--- src/rtl/sevenseg_pkg.sv ---
// Shared seven-segment definitions: active-low abcdefg patterns and code constants,
// used by both the display driver and the scan receiver.
package sevenseg_pkg;

  localparam logic [3:0] CODE_DASH    = 4'hA;
  localparam logic [3:0] CODE_INVALID = 4'hF;

  localparam logic [6:0] SEG_DASH = 7'b1111110;

  // Element n is the active-low pattern for digit n (bit 6 = a ... bit 0 = g)
  localparam logic [9:0][6:0] SEG_DIGIT = {
    7'b0000100,
    7'b0000000,
    7'b0001111,
    7'b0100000,
    7'b0100100,
    7'b1001100,
    7'b0000110,
    7'b0010010,
    7'b1001111,
    7'b0000001
  };

  typedef enum logic [1:0] {
    IDLE,
    SETTLE,
    HELD
  } scan_state_t;

  function automatic logic [6:0] twoDigitValue(input logic [3:0] tens, input logic [3:0] ones);
    if (tens > 4'd9 || ones > 4'd9) begin
      return 7'h7F;
    end
    return 7'(tens) * 7'd10 + 7'(ones);
  endfunction

endpackage

--- src/rtl/seg7_decode.sv ---
// Combinational lookup from an active-low segment pattern to a digit code
// (0..9, CODE_DASH, or CODE_INVALID for anything unrecognised).
module seg7_decode
  import sevenseg_pkg::*;
(
  input  logic [6:0] i_seg,
  output logic [3:0] o_code
);

  always_comb begin
    o_code = CODE_INVALID;
    if (i_seg == SEG_DASH) begin
      o_code = CODE_DASH;
    end
    for (int i = 0; i < 10; i++) begin
      if (i_seg == SEG_DIGIT[i]) begin
        o_code = 4'(i);
      end
    end
  end

endmodule

--- src/rtl/sevenseg_scan_rx.sv ---
// Recovers digits from a multiplexed seven-segment bus by waiting for each strobe to settle.
// Optional saturating error counter: define SCAN_RX_ERRCNT_EN.
module sevenseg_scan_rx
  import sevenseg_pkg::*;
#(
  parameter int STABLE_CYCLES = 16,
  parameter int NUM_DIGITS    = 2
) (
  input  logic        CLK100MHZ,
  input  logic        RST,
  input  logic [7:0]  AN_IN,
  input  logic [6:0]  SEG_IN,
  output logic [31:0] DIGITS,
  output logic [6:0]  VALUE,
  output logic        FRAME_VALID,
  output logic        SEG_ERR,
  output logic [7:0]  ERR_COUNT
);

  localparam logic [7:0] FULL_MASK = 8'((1 << NUM_DIGITS) - 1);

  scan_state_t r_state;
  scan_state_t w_nextState;

  logic [14:0] r_prev;
  logic [7:0]  r_cnt;
  logic [7:0]  r_mask;
  logic [31:0] r_digits;
  logic [6:0]  r_value;
  logic        r_frameValid;
  logic        r_segErr;

  logic [14:0] w_sample;
  logic        w_changed;
  logic        w_legal;
  logic        w_capture;
  logic        w_restart;
  logic [2:0]  w_idx;
  logic [3:0]  w_code;
  logic [31:0] w_digitsNext;
  logic [7:0]  w_maskNext;

  assign w_sample  = {AN_IN, SEG_IN};
  assign w_changed = (w_sample != r_prev);

  // A sample is only usable when exactly one in-range anode is driven low
  always_comb begin
    w_idx = '0;
    for (int i = 0; i < 8; i++) begin
      if (!AN_IN[i]) begin
        w_idx = 3'(i);
      end
    end
    w_legal = ($countones(~AN_IN) == 1) && (int'(w_idx) < NUM_DIGITS);
  end

  seg7_decode u_decode (
    .i_seg  (SEG_IN),
    .o_code (w_code)
  );

  always_ff @(posedge CLK100MHZ) begin
    if (RST) begin
      r_state <= IDLE;
    end else begin
      r_state <= w_nextState;
    end
  end

  always_comb begin
    w_nextState = r_state;
    case (r_state)
      IDLE: begin
        if (w_legal) begin
          w_nextState = SETTLE;
        end
      end
      SETTLE: begin
        if (w_changed) begin
          w_nextState = w_legal ? SETTLE : IDLE;
        end else if (r_cnt == 8'(STABLE_CYCLES - 1)) begin
          w_nextState = HELD;
        end
      end
      HELD: begin
        if (w_changed) begin
          w_nextState = w_legal ? SETTLE : IDLE;
        end
      end
      default: w_nextState = IDLE;
    endcase
  end

  always_comb begin
    w_capture = (r_state == SETTLE) && !w_changed && (r_cnt == 8'(STABLE_CYCLES - 1));
    w_restart = w_legal && ((r_state == IDLE) || w_changed);
  end

  always_ff @(posedge CLK100MHZ) begin
    if (RST) begin
      r_cnt <= '0;
    end else if (w_restart) begin
      r_cnt <= 8'd1;
    end else if (r_state == SETTLE && !w_changed) begin
      r_cnt <= r_cnt + 8'd1;
    end else if (w_nextState == IDLE) begin
      r_cnt <= '0;
    end
  end

  always_comb begin
    w_digitsNext = r_digits;
    w_digitsNext[{w_idx, 2'b00} +: 4] = w_code;
    w_maskNext = r_mask | (8'b1 << w_idx);
  end

  // The frame result is registered alongside the capture so DIGITS and VALUE agree
  always_ff @(posedge CLK100MHZ) begin
    if (RST) begin
      r_prev       <= '1;
      r_mask       <= '0;
      r_digits     <= 32'hFFFF_FFFF;
      r_value      <= 7'h7F;
      r_frameValid <= 1'b0;
      r_segErr     <= 1'b0;
    end else begin
      r_prev       <= w_sample;
      r_frameValid <= 1'b0;
      if (w_capture) begin
        r_digits <= w_digitsNext;
        if (w_code == CODE_INVALID) begin
          r_segErr <= 1'b1;
        end
        if ((w_maskNext & FULL_MASK) == FULL_MASK) begin
          r_frameValid <= 1'b1;
          r_value      <= twoDigitValue((NUM_DIGITS > 1) ? w_digitsNext[7:4] : 4'h0,
                                        w_digitsNext[3:0]);
          r_mask       <= '0;
        end else begin
          r_mask <= w_maskNext;
        end
      end
    end
  end

`ifdef SCAN_RX_ERRCNT_EN
  logic [7:0] r_errCount;

  always_ff @(posedge CLK100MHZ) begin
    if (RST) begin
      r_errCount <= '0;
    end else if (w_capture && w_code == CODE_INVALID && r_errCount != 8'hFF) begin
      r_errCount <= r_errCount + 8'd1;
    end
  end

  assign ERR_COUNT = r_errCount;
`else
  assign ERR_COUNT = 8'h00;
`endif

  assign DIGITS      = r_digits;
  assign VALUE       = r_value;
  assign FRAME_VALID = r_frameValid;
  assign SEG_ERR     = r_segErr;

endmodule

--- config.mk ---
export PLATFORM = sky130hd
export DESIGN_NAME = sevenseg_scan_rx
export DESIGN_NICKNAME = d
export VERILOG_FILES = /design/src/rtl/sevenseg_pkg.sv /design/src/rtl/seg7_decode.sv /design/src/rtl/sevenseg_scan_rx.sv
export SDC_FILE = /design/constraint.sdc
export NUM_CORES = 1
export LEC_CHECK = 0
export ABC_AREA = 1
export BUFFER_PORTS_ARGS = -buffer_cell sky130_fd_sc_hd__buf_4
export CORE_UTILIZATION = 60
export DETAILED_ROUTE_END_ITERATION = 7
export HOLD_SLACK_MARGIN = 0.02
export PLACE_DENSITY = 0.81
export SYNTH_ARGS = -nofsm -noshare
export SYNTH_HDL_FRONTEND = slang
export SYNTH_SLANG_ARGS = --single-unit
--- constraint.sdc ---
create_clock -name CLK100MHZ -period 8.52 [get_ports CLK100MHZ]
set_input_delay 1.704 -clock CLK100MHZ [delete_from_list [all_inputs] [get_ports CLK100MHZ]]
set_output_delay 1.704 -clock CLK100MHZ [all_outputs]
set_load 0.02 [all_outputs]
==> impl_metrics.toml, run 1 <==
[run_status]
status = "finished clean"

[setup_path]
start_kind = "primary input"
worst_path_max_delay_cell = "fa_1"
reg2reg_slack_ns = 6.08
worst-path-buf-inv = 4
path_max_fanout = 6
worst_ep_required_time_ns = 8.77
cpMostUsedCell = "nand2_1"
critPathTopFamily = "adder cells"
critPathKind = "in2reg"
slowest_delay_ns = 0.48
cp-end-kind = "register"
cp_data_arrival_time_ns = 5.35
cp_cell_sequence = "buf_4, inv_2, nand2_1, nand2_1, nand2_1, nand2_1, nand2_1, nand2_2, inv_1, ha_1, ha_1, nand4_1, o21ai_0, ha_1, ha_1, inv_1, fa_1, nor2_1, xor2_1, nand3_1, nand2_1, nand3_1, nand2_1, nand2_1"

[floorplan]
dieArea_sq_mm = 0.00661
coreArea_sq_mm = 0.00599
die_w_um = 81.3
ios = 66
die_y_um = 81.3
fp-row-count = 28
start_util_pct = 63.0

[timing]
rsz0062_at_grt = "false"
finClkSkew_ns = 0.00999
finalCritPeriodShare_pct = 60.0
final.setup.tns_ns = 0
max-slew-margin-rel_pct = 62.2
drv_slew = 0
worstMarginPinSlew_ns = 0.565
finalSetupViolCount = 0
max_freq_mhz = 196
hold_violations = 0
finalCriticalPeriod_ns = 5.11
finalWorstSetupSlack_ns = 3.41

[synth]
synthFlopType = "dfxtp_1"
synth_area_sq_mm = 0.00377
ys_types = 38
synth_edf_count = 0
avgSynthCellArea_sq_um = 7.20
ys_seq_area_share_pct = 36.1
ys_ff_latch = 68
synthCells = 524
ys_async_sr_fraction_pct = 0
yosys_warnings = 0

[placed_design]
placed_cells = 647
place_hpwl_um = 6470
routabilityCongestion = 0.909
dp_slack_ns = 3.14
io_buffers = 57
post_dp_cell_area_sq_mm = 0.00423

[power_and_ir_drop]
total_leakage_power_uw = 0.00217
p_int_uw = 485
p_clk_share_pct = 40.4
powerDensity_mw_per_mm2 = 151
peakVddDrop_mv = 0.103
power_frac_comb_pct = 11.3
p_seq_share_pct = 48.3
swShare_pct = 27.5
p_sw_uw = 184

[routing]
wirelength_um = 8770
wl_per_cell_um = 13.2
dr.pass1.iters = 5
drtIter0Drc = 198
num_vias = 3536
via_per_inst = 5.33
drc = 0
ant_nets = 0

[clock_network]
h-tree-depth = 3
numCtsBuffers = 9
clock_path_buffers = 2
clock_latency_ns = 0.35
post_cts_buffers = 0
tritoncts = "done"
cts-hold-fix-buffers = 0
cts_root_buffer = "clkbuf_8"
post_cts_resized = 0
clk_pin_slew_ns = 0.08
cts.sinks = 68

[grt]
antenna_found_initial = 0
grt-ovfl-total = 0
grt_pass1_vias = 3394
grt_max_degree = 26
grt_pass1_wl_um = 14700
track_usage_pct = 29.1

[cells_and_area]
fin_nets = 619
final_util_pct = 73.9
drive_gt1_share_pct = 18.2
design_area_sq_mm = 0.00443
stdcell_count = 663
antennaDiodeCount = 0
synthToLayoutAreaGrowth_pct = 17.3

[min_path]
hold_class = "reg2reg"

[flow_run]
max_cap_violations = 0
tightest hold or removal path, cell delays in order (launching register included):
cell and delay (ns):
dfxtp_1 0.33, nand2_1 0.05, nand3_1 0.05
cell usage in the layout (no fill, tap or decap), types with 4 or more instances in the layout:
master | netlist | routed
nor2_2 | 4 | 4
o21ai_0 | 15 | 15
nand3_1 | 54 | 54
o211ai_1 | 6 | 6
fa_1 | 6 | 6
nor3_1 | 6 | 6
nor2_1 | 44 | 44
xor2_1 | 15 | 15
inv_1 | 66 | 66
ha_1 | 13 | 13
inv_2 | 4 | 4
xnor2_1 | 4 | 4
nand2_2 | 8 | 8
nand4_1 | 7 | 7
clkbuf_8 | 0 | 9
a21oi_1 | 32 | 32
or2_2 | 4 | 4
dfxtp_1 | 68 | 68
nand2_1 | 130 | 130
buf_4 | 8 | 58
conb_1 | 1 | 8
worst paths after layout:
kind              startpoint         end  depth (start not counted)
hold / removal    DIGITS[27]  DIGITS[27]                          2
hold reg to reg   DIGITS[27]  DIGITS[27]                          2
setup reg to reg   DIGITS[5]    VALUE[6]                         15
setup / recovery    AN_IN[1]    VALUE[6]                         24
sequential cells by signal, summed over array words and instances (netlist names):
register	cells
VALUE	7
r_prev	15
DIGITS	32
r_mask	2
FRAME_VALID	1
r_state	2
r_cnt	8
SEG_ERR	1
per-layer routing:
layer | track usage [%] | vias up | wire (um)
li1 | - | 1778 | -
met1 | 34.5 | 1610 | 3840
met2 | 48.2 | 120 | 4090
met3 | 6.29 | 28 | 564
met4 | 16.8 | 0 | 262
met5 | 0 | - | 0
power by group through the flow:
stage          registers (uW)  clock network, uW  logic [uW]
3_3_place_gp              330                  0        71.2
3_5_place_dp              330                  0        75.0
4_1_cts                   323                274        75.5
5_1_grt                   323                287        86.6
2_1_floorplan             330                  0        55.5
6_report                  323                270        75.8
cell usage after synthesis, types with 2 or more instances:
master,number,area (sq um)
or2_2,4,25.0
xnor2_1,4,35.0
nand2_2,8,50.1
nor2_2,4,25.0
xor2_1,15,131
nand2_1,130,488
buf_1,3,11.3
inv_1,66,248
o211ai_1,6,45.0
nand3_1,54,270
clkbuf_1,5,18.8
ha_1,13,163
nor2_1,44,165
dfxtp_1,68,1360
inv_2,4,15.0
o21ai_0,15,75.1
nand3_2,3,30.0
fa_1,6,120
a21oi_1,32,160
o21ai_1,3,15.0
nand4_4,2,42.5
buf_4,8,60.1
nand4_1,7,43.8
nor3_1,6,30.0
cells by family (layout without fill, tap and decap cells):
group,after synthesis,after routing,synth area share [%]
adders and majority gates,19,19,7.49
other,1,8,0.0993
AOI/OAI and AO/OA,60,60,8.68
xor gates and xnor gates,19,19,4.41
DFF,68,68,36.1
buffers and inverters,87,144,9.65
and+or+nand+nor,270,270,33.6
layout make-up:
type / count / area (sq um)
multi-input cells: 376 / 2080
fillers: 506 / 1560
flip-flops and latches: 68 / 1360
repair buffers: 58 / 435
inverters: 70 / 263
clock buffers: 9 / 124
well taps: 75 / 93.8
clock inverters: 7 / 73.8
metrics by stage:
stage	total power [uW]	hold WS (ns)
2_1_floorplan	386	0.437
3_3_place_gp	402	0.440
3_5_place_dp	405	0.445
4_1_cts	672	0.466
5_1_grt	697	0.482
6_report	669	0.463
Note: power is estimated with default switching activity, not from simulation.
==> run 2, diff against run 1 <==
Settings changed: CORE_UTILIZATION 60 to 51, PLACE_DENSITY 0.81 to 0.73.
Clock period 8.52 ns to 4.1 ns, I/O delays scaled along.
==> impl_metrics.toml, run 2 (same netlist as run 1, synthesis figures left out) <==
[grt]
grt_pass1_vias = 3483
track_usage_pct = 25.1
antenna_found_initial = 0
grt_max_degree = 32
grt_pass1_wl_um = 15200
grt-ovfl-total = 0

[routing]
drtIter0Drc = 152
num_vias = 3534
drc = 0
wirelength_um = 8910
dr.pass1.iters = 4
via_per_inst = 5.05
wl_per_cell_um = 12.7
ant_nets = 0

[timing]
drv_slew = 0
finalSetupViolCount = 0
max_freq_mhz = 259
finalCriticalPeriod_ns = 3.86
rsz0062_at_grt = "false"
timing.hold.ws_ns = 0.459
hold_violations = 0
finClkSkew_ns = 0.00552
finalCritPeriodShare_pct = 94.2

[clock_network]
clock_latency_ns = 0.34
numCtsBuffers = 9
clk_pin_slew_ns = 0.07
cts.sinks = 68
tritoncts = "done"
clock_path_buffers = 2
cts_root_buffer = "clkbuf_8"
post_cts_buffers = 0
h-tree-depth = 3

[setup_path]
cp_data_arrival_time_ns = 4.13
timing.rr.start = "DIGITS[5]"
start_kind = "primary input"
reg2reg_slack_ns = 1.79
path_max_fanout = 5
reg2reg_to = "VALUE[6]"
rr_worst_depth = 16
critPathKind = "in2reg"
cp-end-kind = "register"
worst_ep_required_time_ns = 4.37

[placed_design]
placed_cells = 685
place_hpwl_um = 6630
io_buffers = 57
routabilityCongestion = 0.892

[flow_run]
max_cap_violations = 0

[min_path]
min_from = "DIGITS[25]"
holdPathStages = 2
whs_endpoint = "DIGITS[25]"
hold_class = "reg2reg"

[floorplan]
fp-row-count = 30
die_w_um = 88.0
start_util_pct = 54.1
die_y_um = 88.0
dieArea_sq_mm = 0.00775
coreArea_sq_mm = 0.00698
ios = 66

[cells_and_area]
antennaDiodeCount = 0
largest_reg_flops = 32
fillers = 637
final_common_cell = "nand2_1"
synthToLayoutAreaGrowth_pct = 22.7
fin_nets = 636
stdcell_count = 700
mostFrequentLayoutCells = "130 x nand2_1, 75 x buf_4, 68 x dfxtp_1"
drive_gt1_share_pct = 20.7

[power_and_ir_drop]
total_leakage_power_uw = 0.00227
total_power_uw = 1510
p_sw_uw = 359
powerDensity_mw_per_mm2 = 325
p_int_uw = 1150
p_clk_share_pct = 44.3
p_seq_share_pct = 44.6
swShare_pct = 23.8
peakVddDrop_mv = 0.179
power_frac_comb_pct = 11.1

[run_status]
status = "finished clean"
==> run 2: cell count changes in the layout (fill, tap and decap cells not counted) <==
cell | previous run | this run
bufinv_16 | 1 | 3
inv_6 | 2 | 0
inv_1 | 66 | 65
ha_1 | 13 | 12
clkinv_4 | 1 | 0
inv_2 | 4 | 5
clkinvlp_4 | 1 | 0
clkbuf_8 | 9 | 10
ha_4 | 0 | 1
buf_4 | 58 | 75
==> run 2: power groups by stage <==
stage / Clock [uW] / Combinational [uW] / Sequential [uW]
after detailed placement: 0 / 163 / 687
after global routing: 706 / 192 / 672
after CTS: 677 / 166 / 672
final: 667 / 168 / 672
after global placement: 0 / 158 / 686
after floorplan: 0 / 115 / 686
==> run 2: how the worst max path moves through the flow <==
stage | depth (start not counted) | start | end
2_1_floorplan | 25 | AN_IN[1] | VALUE[6]
3_3_place_gp | 17 | AN_IN[0] | r_cnt[5]
3_5_place_dp | 17 | AN_IN[0] | r_cnt[5]
4_1_cts | 17 | AN_IN[0] | r_cnt[5]
5_1_grt | 26 | AN_IN[1] | VALUE[6]
6_report | 17 | AN_IN[0] | r_cnt[5]
==> run 2: metal layers <==
| layer | share of wire (%) | vias to the layer above | global-route usage, % |
|---|---|---|---|
| li1 | - | 1814 | - |
| met1 | 45 | 1604 | 31.2 |
| met2 | 47 | 93 | 42.1 |
| met3 | 5.1 | 23 | 4.81 |
| met4 | 2.8 | 0 | 11.4 |
| met5 | 0 | - | 0 |
==> run 2: cell type report <==
cell class	count	area (sq um)	area share (%)
Multi-Input combinational cell	376	2090	45.1
Sequential cell	68	1360	29.4
Timing Repair Buffer	75	563	12.2
Inverter	70	263	5.67
Clock buffer	10	138	2.97
Tap cell	96	120	2.59
Clock inverter	5	100	2.16
==> run 2: per-stage QoR <==
step / cell area (sq um) / setup TNS [ns] / util, % / setup slack (ns)
5_1_grt: 4630 / 0 / 66.4 / 0.00355
4_1_cts: 4620 / 0 / 66.2 / 0.228
2_1_floorplan: 3800 / 0 / - / 0.0989
3_3_place_gp: 4380 / -0.0649 / 62.8 / -0.0190
6_report: 4630 / 0 / 66.4 / 0.239
3_5_place_dp: 4380 / -0.497 / 62.8 / -0.112
==> run 2: critical path: stages <==
cell	delay [ns]
buf_4	0.09
inv_1	0.06
fa_1	0.56
fa_1	0.44
fa_1	0.51
ha_1	0.17
inv_1	0.06
fa_1	0.47
nand2_1	0.06
nor2_1	0.13
and2_1	0.16
nand2_1	0.05
nand3_1	0.07
nand2_1	0.08
nand2_1	0.18
nand3_1	0.09
a21oi_1	0.14
==> run 2: repair_timing <==
item,4_1_cts,5_1_grt
hold buffers,0,0
endpoints found under the hold margin,0,0
resized for setup,0,3
setup endpoints to repair,0,1
==> run 3, diff against run 2 <==
Settings changed: CELL_PAD_IN_SITES_DETAIL_PLACEMENT set to 1, CELL_PAD_IN_SITES_GLOBAL_PLACEMENT set to 1, CORE_UTILIZATION 51 to 36, PLACE_DENSITY 0.73 to 0.71.
==> impl_metrics.toml, run 3 (same netlist as run 1, synthesis figures left out) <==
[run_status]
status = "finished clean"

[clock_network]
cts.sinks = 68
clock_path_buffers = 2
numCtsBuffers = 9
h-tree-depth = 3
clk_pin_slew_ns = 0.08
cts-hold-fix-buffers = 0
clock_latency_ns = 0.35
cts_root_buffer = "clkbuf_8"
tritoncts = "done"

[timing]
finClkSkew_ns = 0.00756
finalCritPeriodShare_pct = 95.7
timing.hold.ws_ns = 0.469
drv_slew = 0
hold_violations = 0
worstMarginPinSlew_ns = 0.533
finalWorstSetupSlack_ns = 0.174
max-slew-margin-rel_pct = 64.4
finalCriticalPeriod_ns = 3.93
finalSetupViolCount = 0
max_freq_mhz = 255

[cells_and_area]
largest_reg_flops = 32
seqCellArea_sq_mm = 0.00136
stdcell_count = 753
fillers = 1336
fin_nets = 648
antennaDiodeCount = 0
multi_input_area_sq_mm = 0.00212
synthToLayoutAreaGrowth_pct = 26.7
final_common_cell = "nand2_1"
drive_gt1_share_pct = 23.7
mostFrequentLayoutCells = "127 x nand2_1, 87 x buf_4, 68 x dfxtp_1"

[min_path]
holdPathStages = 2
hold_class = "reg2reg"

[power_and_ir_drop]
p_clk_share_pct = 41.8
powerDensity_mw_per_mm2 = 307
swShare_pct = 26.3
p_int_uw = 1080
total_leakage_power_uw = 0.00230
p_seq_share_pct = 45.7
power_frac_comb_pct = 12.5
peakVddDrop_mv = 0.123
p_sw_uw = 386
total_power_uw = 1470

[setup_path]
worst_ep_required_time_ns = 4.38
reg2reg_slack_ns = 1.64
cp_data_arrival_time_ns = 4.21
critPathTopFamily = "adder cells"
rr_worst_depth = 15
path_max_fanout = 5
start_kind = "primary input"
cp_cell_sequence = "buf_4, inv_1, fa_1, fa_1, fa_1, ha_1, inv_1, fa_1, nand2_1, nor2_1, and2_1, nand2_1, nand3_1, nand2_1, nand2_1, nand3_1, a21oi_1"
slowest_delay_ns = 0.56
cp.depth = 17
worst_path_max_delay_cell = "fa_1"
cp-end-kind = "register"
critPathKind = "in2reg"
worst-path-buf-inv = 3

[grt]
grt_pass1_vias = 3872
grt-ovfl-total = 0
track_usage_pct = 20.9
antenna_found_initial = 0
grt_max_degree = 26
grt_pass1_wl_um = 18300

[routing]
met1Wirelength_um = 4860
wirelength_um = 10900
top_layer_used = "met4"
wl_met2_um = 5640
ant_nets = 0
drc = 0
via_per_inst = 4.84
wl_per_cell_um = 14.5
dr_wl_met3_um = 298
drtIter0Drc = 110
num_vias = 3641
dr.pass1.iters = 4

[floorplan]
start_util_pct = 36.9
ios = 66
die_w_um = 104
fp-row-count = 37
die_y_um = 104
coreArea_sq_mm = 0.0102
dieArea_sq_mm = 0.0109

[placed_design]
io_buffers = 57
routabilityCongestion = 0.852
dp_slack_ns = -0.176
place_hpwl_um = 8450
placed_cells = 735

[flow_run]
max_cap_violations = 0
-- run 3: changes by cell type in the layout (fill, tap and decap cells not counted), sizes merged --
| cell | change |
|---|---|
| clkinvlp | +2 |
| bufinv | -1 |
| buf | +12 |
-- run 3: power groups by stage --
stage / Combinational [uW] / Clock [uW] / Sequential (uW)
2_1_floorplan: 115 / 0 / 686
3_3_place_gp: 169 / 0 / 686
3_5_place_dp: 177 / 0 / 687
4_1_cts: 179 / 633 / 671
5_1_grt: 206 / 670 / 672
6_report: 183 / 614 / 671
-- run 3: worst min-delay path, stage by stage (launching register included) --
cell and delay [ns]:
dfxtp_1 0.34, nand2_1 0.05, nand3_1 0.05
-- run 3: per-layer routing --
| metal | up-vias | GRT usage (%) |
|---|---|---|
| met5 | - | 0 |
| met4 | 0 | 7.04 |
| met3 | 12 | 3.07 |
| met2 | 46 | 37.9 |
| met1 | 1751 | 25.1 |
| li1 | 1832 | - |
-- run 3: through the flow --
step	TNS, ns	instance area [sq um]	util (%)
floorplan	0	3800	-
global placement	-0.209	4510	44.1
detailed placement	-1.02	4510	44.1
CTS	0	4720	46.2
global route	-0.0285	4780	46.7
finish	0	4780	46.7
-- run 3: timing repair --
action,in CTS,in global routing
gates resized for setup,0,14
buffers inserted,0,2
endpoints found under the setup margin,0,1
-- run 3: area by class of cell --
class / count / area share (%)
clock inverters: 6 / 1.86
repair buffers: 87 / 13.7
inverters: 70 / 5.55
well taps: 136 / 3.56
multi-input cells: 376 / 44.2
flip-flops and latches: 68 / 28.5
clock buffers: 10 / 2.67
-- run 3: final timing paths --
path / to / start
hold reg to reg: DIGITS[21] / DIGITS[21]
hold / removal: DIGITS[21] / DIGITS[21]
setup / recovery: r_cnt[2] / AN_IN[0]
setup reg to reg: VALUE[6] / DIGITS[5]
